## src/rtl/nubus_slvbus.sv

```systemverilog
// NuBus slave responder: decodes card-addressed cycles into memory requests.
// Optional try-again-later timeout enabled by NUBUS_SLVBUS_RETRY_EN.
module nubus_slvbus #(
  parameter bit          SUPER_EN = 1'b0,
  parameter int unsigned WAIT_MAX = 255
) (
  input  logic        nub_clkn,
  input  logic        nub_resetn,
  input  logic [3:0]  nub_idn,
  input  logic        nub_startn,
  input  logic        nub_ackn,
  input  logic        nub_tm1n,
  input  logic        nub_tm0n,
  input  logic [31:0] nub_ad,
  output logic [31:0] slv_ad_o,
  output logic        slv_adoe_o,
  output logic        slv_ackn_o,
  output logic        slv_tm1n_o,
  output logic        slv_tm0n_o,
  output logic        slv_tmoe_o,
  output logic        mem_valid,
  output logic [31:0] mem_addr,
  output logic [3:0]  mem_write,
  output logic [31:0] mem_wdata,
  input  logic        mem_ready,
  input  logic [31:0] mem_rdata
);

  typedef enum logic [1:0] {
    IDLE, WDATA, MEM, ACK
  } state_t;

  state_t      state, state_nxt;
  logic [31:0] ad_nxt, addr_nxt, wdata_nxt;
  logic [3:0]  write_nxt;
  logic        adoe_nxt, ackn_nxt;
  logic        tm1n_nxt, tm0n_nxt, tmoe_nxt;
  logic        valid_nxt;
  logic        std_hit, sup_hit, start_ok;

`ifdef NUBUS_SLVBUS_RETRY_EN
  localparam logic [7:0] WMAX = 8'(WAIT_MAX);
  logic [7:0] cnt, cnt_nxt;
`endif

  assign std_hit  = nub_ad[31:24] == {4'hF, ~nub_idn};
  assign sup_hit  = SUPER_EN && (nub_ad[31:28] == ~nub_idn);
  assign start_ok = !nub_startn && nub_ackn && (std_hit || sup_hit);

  always_comb begin
    state_nxt = state;
    ad_nxt    = slv_ad_o;
    addr_nxt  = mem_addr;
    wdata_nxt = mem_wdata;
    write_nxt = mem_write;
    adoe_nxt  = 1'b0;
    ackn_nxt  = 1'b1;
    tm1n_nxt  = 1'b1;
    tm0n_nxt  = 1'b1;
    tmoe_nxt  = 1'b0;
    valid_nxt = 1'b0;
`ifdef NUBUS_SLVBUS_RETRY_EN
    cnt_nxt   = cnt;
`endif
    case (state)
      IDLE: begin
        if (start_ok) begin
          addr_nxt = {nub_ad[31:2], 2'b00};
`ifdef NUBUS_SLVBUS_RETRY_EN
          cnt_nxt  = '0;
`endif
          unique case (1'b1)
            nub_tm1n: begin
              write_nxt = 4'b0000;
              valid_nxt = 1'b1;
              state_nxt = MEM;
            end
            !nub_tm0n: begin
              write_nxt = 4'b0001 << nub_ad[1:0];
              state_nxt = WDATA;
            end
            default: begin
              state_nxt = WDATA;
              case (nub_ad[1:0])
                2'b00:   write_nxt = 4'b1111;
                2'b01:   write_nxt = 4'b0011;
                2'b11:   write_nxt = 4'b1100;
                default: begin
                  // reserved half-word code: error without touching memory
                  write_nxt = 4'b0000;
                  state_nxt = ACK;
                  ackn_nxt  = 1'b0;
                  tmoe_nxt  = 1'b1;
                  tm0n_nxt  = 1'b0;
                end
              endcase
            end
          endcase
        end
      end
      WDATA: begin
        wdata_nxt = nub_ad;
        valid_nxt = 1'b1;
        state_nxt = MEM;
      end
      MEM: begin
        valid_nxt = 1'b1;
`ifdef NUBUS_SLVBUS_RETRY_EN
        cnt_nxt   = cnt + 8'd1;
`endif
        if (mem_ready) begin
          valid_nxt = 1'b0;
          state_nxt = ACK;
          ackn_nxt  = 1'b0;
          tmoe_nxt  = 1'b1;
          if (mem_write == 4'b0000) begin
            ad_nxt   = mem_rdata;
            adoe_nxt = 1'b1;
          end
        end
`ifdef NUBUS_SLVBUS_RETRY_EN
        else if (cnt_nxt == WMAX) begin
          valid_nxt = 1'b0;
          state_nxt = ACK;
          ackn_nxt  = 1'b0;
          tmoe_nxt  = 1'b1;
          tm1n_nxt  = 1'b0;
          tm0n_nxt  = 1'b0;
        end
`endif
      end
      ACK: state_nxt = IDLE;
      default: state_nxt = IDLE;
    endcase
  end

  always_ff @(posedge nub_clkn or negedge nub_resetn) begin
    if (!nub_resetn) begin
      state      <= IDLE;
      slv_ad_o   <= '0;
      slv_adoe_o <= 1'b0;
      slv_ackn_o <= 1'b1;
      slv_tm1n_o <= 1'b1;
      slv_tm0n_o <= 1'b1;
      slv_tmoe_o <= 1'b0;
      mem_valid  <= 1'b0;
      mem_addr   <= '0;
      mem_write  <= '0;
      mem_wdata  <= '0;
    end else begin
      state      <= state_nxt;
      slv_ad_o   <= ad_nxt;
      slv_adoe_o <= adoe_nxt;
      slv_ackn_o <= ackn_nxt;
      slv_tm1n_o <= tm1n_nxt;
      slv_tm0n_o <= tm0n_nxt;
      slv_tmoe_o <= tmoe_nxt;
      mem_valid  <= valid_nxt;
      mem_addr   <= addr_nxt;
      mem_write  <= write_nxt;
      mem_wdata  <= wdata_nxt;
    end
  end

`ifdef NUBUS_SLVBUS_RETRY_EN
  always_ff @(posedge nub_clkn or negedge nub_resetn) begin
    if (!nub_resetn) cnt <= '0;
    else             cnt <= cnt_nxt;
  end
`endif

endmodule

```

## config.mk

```make
export PLATFORM = sky130hd
export DESIGN_NAME = nubus_slvbus
export DESIGN_NICKNAME = d
export VERILOG_FILES = /design/src/rtl/nubus_slvbus.sv
export SDC_FILE = /design/constraint.sdc
export NUM_CORES = 1
export LEC_CHECK = 0
export ABC_AREA = 1
export CAP_MARGIN = 20
export CORE_ASPECT_RATIO = 1.25
export CORE_MARGIN = 1.5
export CORE_UTILIZATION = 31
export CTS_BUF_LIST = sky130_fd_sc_hd__clkbuf_16
export DETAILED_ROUTE_END_ITERATION = 8
export REMOVE_ABC_BUFFERS = 1
export SETUP_SLACK_MARGIN = 0.15
export SYNTH_ARGS = -nofsm -noshare
export SYNTH_HDL_FRONTEND = slang
export SYNTH_SLANG_ARGS = --single-unit
```

## constraint.sdc

```tcl
create_clock -name nub_clkn -period 3.16 [get_ports nub_clkn]
set_input_delay 0.316 -clock nub_clkn [delete_from_list [all_inputs] [get_ports nub_clkn]]
set_output_delay 0.316 -clock nub_clkn [all_outputs]
set_load 0.005 [all_outputs]
```

# Word level (Yosys, flattened, before mapping)
# Index checks and enable logic that the tools add are counted.
op_classes:
  n_eq_ne: 8
  shift: 1
  n_mux: 24
  n_bitwise: 1
  reduce_logical: 12
op_table:
  columns: ["operator", "count"]
  rows:
  - ["1-bit two-way mux", 14]
  - ["4-bit case mux with 3 select lines", 1]
  - ["8-bit equality test", 1]
  - ["2-bit case mux with 4 select lines", 1]
  - ["4-bit case mux with 2 select lines", 1]
  - ["2-bit equality test (second input constant)", 3]
  - ["2-bit two-way mux", 3]
  - ["2-bit by 1-bit equality test with 1-bit output (second input constant)", 2]
  - ["2-bit logical NOT", 2]
  - ["4-bit logical NOT", 1]
  - ["2-bit != test (second input constant)", 2]
  - ["4-bit NOT", 1]
  - ["1-bit case mux with 2 select lines", 2]
  - ["2-bit case mux with 2 select lines", 1]
  - ["2-bit AND reduction", 2]
  - ["1-bit by 2-bit left shift with 4-bit output (first input constant)", 1]
  - ["1-bit case mux with 3 select lines", 1]
  - ["3-bit AND reduction", 1]
  - ["3-bit OR reduction", 1]
  - ["1-bit logical AND", 2]
  - ["1-bit logical NOT", 2]
  - ["2-bit OR reduction", 1]
totals:
  regBits: 105
  out_inout_bits: 106
  elab_cells: 56

# Logic depth before layout (Yosys ltp)
logic_depth:
  depth_word: 6
  ltp_mapped: 10
  mapped_depth_nobuf: 9

# Least setup slack after synthesis
# OpenSTA, ideal clock, no wires.
synth_timing:
  path_type: "flip-flop to flip-flop"
  from: "register state[1]"
  to: "register mem_wdata[31]"
  setup_time_ns: 0.125
  arrival_time_ns: 1.340
  required_time_ns: 3.035
  path_slack_ns: 1.695
  stages_incl_launch_ff: 6
  period_less_slack_ns: 1.465
  cell_sequence: "dfrtp_1 -> inv_1 -> ha_1 -> clkbuf_1 -> buf_2 -> mux2_2"
synth_via:
  elab_chain_len: 1
synth_rtl:
  columns: ["item", "line", "source"]
  rows:
  - ["from (decl)", "33", "state_t state, state_nxt;"]
  - ["from (signal assigned)", "151", "state <= state_nxt;"]
  - ["2-bit by 1-bit equality test with 1-bit output", "65", "case (state)"]
  - ["to (signal assigned)", "161", "mem_wdata <= wdata_nxt;"]
  - ["to (decl)", "24", "output logic [31:0] mem_wdata,"]
# Every way passes these cells.
# A chain may end at the register's enable or synchronous reset.

# Worst setup path after layout
layout_timing:
  from: "register state[1]"
  to: "register mem_addr[5]"
layout_via:
  elab_chain_len: 2
layout_rtl:
  columns: ["item", "line", "source"]
  rows:
  - ["2-bit logical NOT", "65", null]
  - ["2-bit AND reduction (no line)", null, null]
  - ["to (signal assigned)", "159", "mem_addr <= addr_nxt;"]
  - ["to (decl)", "22", "output logic [31:0] mem_addr,"]
# Every way passes these cells.

==> results.tsv <==
stage	metric	value	unit
run_status	outcome	complete, no violations	
global_route	largest net degree at the start of global routing	56	
route	DRC viols	0	
route	DR iter-0 viols	147	
place	hpwl dp	8710	um
route	Pre-Repair DR Iteration Count	4	
critical_path	Setup Crit Path Kind	reg2reg	
yosys	Distinct cells, synth	25	
global_route	global-route wire length before repair	19100	um
layout	ratio of cells with drive above 1 in the final layout	14.7	%
clock_tree	worst skew pair latency	340	ps
timing	total negative slack	0	ps
clock_tree	clock sink count	105	
layout	Syn-to-layout area delta	47.8	%
timing	Hold WS	3.52	ps
hold_path	HP Class	in2async	
route	Final ANT Viol Nets	0	
critical_path	RR Startpoint	state[1]$_DFFE_PN0P_	
floorplanning	Core Region	14400	um2
floorplanning	die area	15500	um2
layout	most common cell after layout, fill and taps aside	clkdlybuf4s50_1	
route	wire per inst	13.7	um
timing	final cycle utilization of the critical path	65.0	%
floorplanning	Cell Rows	49	
clock_tree	post-CTS setup buffer count	0	
critical_path	CP Max Fanout	30	
yosys	sequential fraction of the synthesis area	57.4	%
timing	Worst Clk Skew	8.80	ps
clock_tree	hold buffers post-CTS	0	
clock_tree	CTS clk-pin slew, worst paths	80	ps
critical_path	Required @ worst endpoint	3380	ps
floorplanning	Initial Util	31.8	%
power	Worst VDD drop	0.397	mV
floorplanning	Die Y-Extent	139	um
timing	Final Hold Vio Count	0	
yosys	synthesized area per cell	9.31	um2
clock_tree	number of buffers created by CTS	9	
yosys	Ys Warns	0	
timing	f_max	487	MHz
clock_tree	H-tree levels	3	
floorplanning	Ports	181	
timing	Final Critical Period	2050	ps
timing	RSZ-0062 raised after global routing	false	
route	via count	3712	
layout	most frequent cells in the layout	176 x clkdlybuf4s50_1, 147 x nand2_1, 103 x dfrtp_1, 52 x inv_1, 34 x nor2_1	
floorplanning	die width	112	um
clock_tree	post_cts resized	0	
timing	Final setup violation count	0	
power	P per Cell Area	597	nW/um2
flow_run	number of max-cap violations	0	
power	Lkg Pwr	3.26	nW
timing	Worst Tran Pin Value	751	ps
yosys	synthesized area	4580	um2
global_route	Total Routing Usage GR	15.4	%
layout	n_diodes	0	
layout	area of the multi-input gates	1590	um2
global_route	initial antenna violation count	0	
place	PortBufs	177	
critical_path	Worst setup EP type	flip-flop	
layout	Layout Nets	747	
place	routability cong.	0.797	
critical_path	end of the worst register-to-register path	mem_addr[5]$_DFFE_PN0P_	
timing	Slew headroom	49.9	%
yosys	Post-Syn Instances	492	
critical_path	Worst Path Arrival	2280	ps
critical_path	reg2reg path depth	6	
global_route	GRT overflow	0	
route	final WL	11600	um
yosys	#FFs+latches synth	105	
timing	final slew viol count	0	
global_route	vias in the first global route	3754	
route	vias per cell	4.39	
layout	Reg area	2630	um2
clock_tree	CTS Buffer Depth	2	
clock_tree	TritonCTS clock tree	yes	
layout	Fillers	1383	
critical_path	Reg2Reg Setup Slack	1110	ps
clock_tree	clk root buf	clkbuf_16	
critical_path	Worst setup SP type	flip-flop	
[power breakdown]
part	internal, mW	switching (mW)
sequential	1.59	0.134
combinational	0.667	0.532
clock	0.615	0.504
[cell families after synthesis]
family                     share of synthesized area, %
and+or+nand+nor                                    22.0
DFF                                                57.4
buffers and inverters                              8.06
AOI/OAI and AO/OA                                  8.90
adders and majority gates                          2.46
muxes                                             0.983
other                                             0.164
[critical path, stage by stage (launching register included)]
cell     delay, ps
dfrtp_1        420
inv_1          100
ha_1           390
nand3_4        470
buf_4          410
nand2_2        100
o21ai_2         50
[how the worst max path moves through the flow]
stage,startpoint,endpoint,slack (ps),cells past startpoint
2_1_floorplan,state[1]$_DFFE_PN0P_,mem_wdata[28]$_DFFE_PN0P_,1020,3
3_3_place_gp,nub_ad[25],mem_addr[24]$_DFFE_PN0P_,850,9
3_5_place_dp,nub_ad[28],mem_addr[25]$_DFFE_PN0P_,800,9
4_1_cts,state[1]$_DFFE_PN0P_,mem_addr[5]$_DFFE_PN0P_,1080,6
5_1_grt,state[0]$_DFFE_PN0P_,mem_addr[24]$_DFFE_PN0P_,930,6
6_report,state[1]$_DFFE_PN0P_,mem_addr[5]$_DFFE_PN0P_,1110,6
[through the flow]
stage	std cells	setup WS, ps	util (%)	total power [mW]	cell area (um2)
floorplan	470	1020	-	2.23	4430
global placement	830	848	45.0	2.94	6480
detailed placement	830	803	45.0	2.96	6480
CTS	846	1080	47.0	4.10	6770
global route	846	928	47.0	4.31	6770
finish	846	1110	47.0	4.04	6770
[final cells by class]
cell class              count  share of cell area, %
repair buffers            182                   26.9
flip-flops and latches    105                   38.8
clock buffers               9                   3.33
multi-input cells         307                   23.4
well taps                 178                   3.29
clock inverters             7                   1.02
inverters                  58                   3.22
[cells in the mapped netlist]
| cell | count | area [um2] |
|---|---|---|
| nand2_2 | 29 | 181 |
| nor2_1 | 34 | 128 |
| nor2_2 | 3 | 18.8 |
| nor3b_1 | 1 | 7.51 |
| dfstp_2 | 2 | 52.6 |
| buf_4 | 5 | 37.5 |
| mux2_2 | 4 | 45.0 |
| buf_2 | 7 | 35.0 |
| clkbuf_1 | 6 | 22.5 |
| inv_2 | 7 | 26.3 |
| ha_1 | 9 | 113 |
| nand3_4 | 1 | 17.5 |
| o21ai_2 | 26 | 228 |
| nand3_1 | 5 | 25.0 |
| inv_1 | 51 | 191 |
| dfrtp_1 | 103 | 2580 |
| buf_6 | 5 | 56.3 |
| a21oi_1 | 30 | 150 |
| conb_1 | 2 | 7.51 |
| nand3_2 | 2 | 20.0 |
| o21ai_0 | 2 | 10.0 |
| nor2_4 | 3 | 33.8 |
| nand4_1 | 4 | 25.0 |
| nand2_1 | 147 | 552 |
| o21ai_1 | 4 | 20.0 |
[layer usage]
| layer | vias to the layer above | track usage [%] | share of wire (%) |
|---|---|---|---|
| met5 | - | 0 | 0 |
| met4 | 0 | 8.66 | 3.9 |
| met2 | 114 | 26.5 | 51 |
| met1 | 1735 | 18.2 | 41 |
| li1 | 1839 | - | - |
| met3 | 24 | 2.62 | 4.4 |
[flip-flops by register name, indices dropped and copies added (netlist names)]
| name | flops |
|---|---|
| mem_addr | 30 |
| mem_valid | 1 |
| mem_wdata | 32 |
| mem_write | 4 |
| slv_ackn_o | 1 |
| slv_ad_o | 32 |
| slv_adoe_o | 1 |
| slv_tm0n_o | 1 |
| slv_tmoe_o | 1 |
| state | 2 |
(Power assumes the default switching activity.)
==> RTL change: new RTL, config.mk and constraints unchanged <==
Build with the macro `NUBUS_SLVBUS_RETRY_EN` defined.
--- a/src/rtl/nubus_slvbus.sv
+++ b/src/rtl/nubus_slvbus.sv
@@ -2,2 +2,4 @@
 // Optional try-again-later timeout enabled by NUBUS_SLVBUS_RETRY_EN.
+`define NUBUS_SLVBUS_RETRY_EN
+
 module nubus_slvbus #(
Check against the original RTL: not equivalent (Yosys sat finds a counterexample within 4 cycles, from zero or initial values and one cycle with nub_resetn low).
==> RTL change against the unedited design <==
  * The run now ends with hold timing left
  * Worst hold slack worse by 0.0074 ns
  * Total power is 25% higher
  * Routed wire length is 9.9% higher
  * Sequential cell count is 9 higher
  * Sequential power is 9.8% higher
  * Non-clock buffer count is 2 higher
  * Setup slack better by 0.12 ns
  * Global-route usage is 0.77 points higher
  * Area after synthesis is 4.7% higher
  * Cell area is 8.5% higher
  * Largest power group unchanged
==> RTL change: results (changes against the unedited design) <==
metric,value,unit,change
regToRegSetupSlack,1.23,ns,+0.12 ns
synth_top_cell_area_share,0.579,,+0.0165
clkTransAtPathRegs,0.05,ns,-0.03 ns
vias_per_cell,4.34,,-1.2%
cts_buffers,17,,+8
routed_wirelength,12800,µm,+9.9%
r2r-end,slv_ad_o[14]$_DFFE_PN0P_,,
gpl.final_weighted_congestion,0.775,,-2.8%
p_sw_frac,0.280,,-0.00926
synth.lib_cells_used.distinct,27,,+8.0%
grt_first_pass_wirelength,20500,µm,+7.5%
standby_leakage_power,3.64,nW,+12%
synthesis.instances,562,,+14%
final_nets,830,,+11%
grt_use_total,0.162,,+0.00771
critical_path_peak_fanout,32,,+6.7%
crit_path_max_delay_family,buffers and inverters,,
worst_ir_drop_vdd,0.519,mV,+31%
synth_xor_xnor_area_share,0.00183,,+0.00183
finish.cell_count_without_fillers,964,,+14%
fillCellCount,1416,,+2.4%
ctsHtreeMaxLevel,4,,+1
startpoint,state[0]$_DFFE_PN0P_,,
worst_skew_pair.late_latency,0.41,ns,+0.07 ns
reg2reg_depth,7,,+1
run_status,"complete, but fails checks",,
finalHoldViolCount,2,,+2
numPortBuffers,178,,+0.56%
final_worst_hold_slack,-0.00390,ns,-0.00741 ns
dr.pass1.iters,5,,+1
post_synth_mux_area_share,0,,-0.00983
clock_skew,0.0103,ns,+0.00150 ns
dp.final_hpwl,9230,µm,+6.0%
tightest_slew,0.937,ns,+0.186 ns
number_of_global_route_vias_before_repair,4199,,+12%
critical_path.reg2reg.startpoint,state[0]$_DFFE_PN0P_,,
violations,hold timing,,
ys_top_cells_by_area,"sky130_fd_sc_hd__dfrtp_1, sky130_fd_sc_hd__nand2_1, sky130_fd_sc_hd__ha_1",,
yosysSeqAreaShare,0.596,,+0.0215
leading_post_synthesis_cells_by_instance_count,"sky130_fd_sc_hd__nand2_1, sky130_fd_sc_hd__dfrtp_1, sky130_fd_sc_hd__inv_1",,
synth_compound_gate_area_share,0.0266,,-0.0624
synth-adder-area-share,0.0287,,+0.00411
layout-drive-gt1-share,0.0622,,-0.0845
dp_cells,933,,+12%
-- RTL change: cell count changes in the layout (fill, tap and decap cells not counted), sizes merged, moves of 3 or more --
| cell | change |
|---|---|
| nand2 | +148 |
| inv | -32 |
| a21oi | -29 |
| nor2 | -27 |
| o21ai | -14 |
| clkbuf | +8 |
| dfrtp | +8 |
| nand3 | +6 |
| or2 | +6 |
| mux2 | -4 |
| o22ai | +4 |
| clkinv | +3 |
| clkinvlp | +3 |
-- RTL change: power by group through the flow --
stage	Combinational, mW	Sequential [mW]	Clock (mW)
after floorplan	0.500	1.92	0
final	1.31	1.90	1.86
after global placement	1.31	1.91	0
after detailed placement	1.33	1.91	0
after global routing	1.46	1.93	1.97
after CTS	1.33	1.90	1.91
-- RTL change: area by class of cell --
cell class              count  area (µm²)  share of cell area
clock buffers              17         425              0.0579
clock inverters            14         150              0.0204
inverters                  27         101              0.0138
multi-input cells         400        1710               0.233
flip-flops and latches    114        2860               0.389
well taps                 208         260              0.0354
repair buffers            184        1840               0.250
-- RTL change: stage by stage --
stage / area, µm² / hold WS [ns] / utilization / worst slack, ns
4_1_cts: 7340 / 0.00993 / 0.487 / 1.17
5_1_grt: 7340 / 0.0570 / 0.487 / 1.01
6_report: 7340 / -0.00390 / 0.487 / 1.23
3_3_place_gp: 6770 / 0.441 / 0.449 / 0.954
2_1_floorplan: 4670 / 0.0204 / - / 0.766
3_5_place_dp: 6770 / 0.445 / 0.449 / 0.874
-- RTL change: per-layer routing --
layer,GRT usage,part of all wire,wire [µm],vias up
met2,0.272,0.49,6250,144
met5,0,0,0,-
li1,-,-,-,2084
met3,0.0613,0.070,896,19
met1,0.183,0.42,5390,1934
met4,0.0724,0.018,228,0
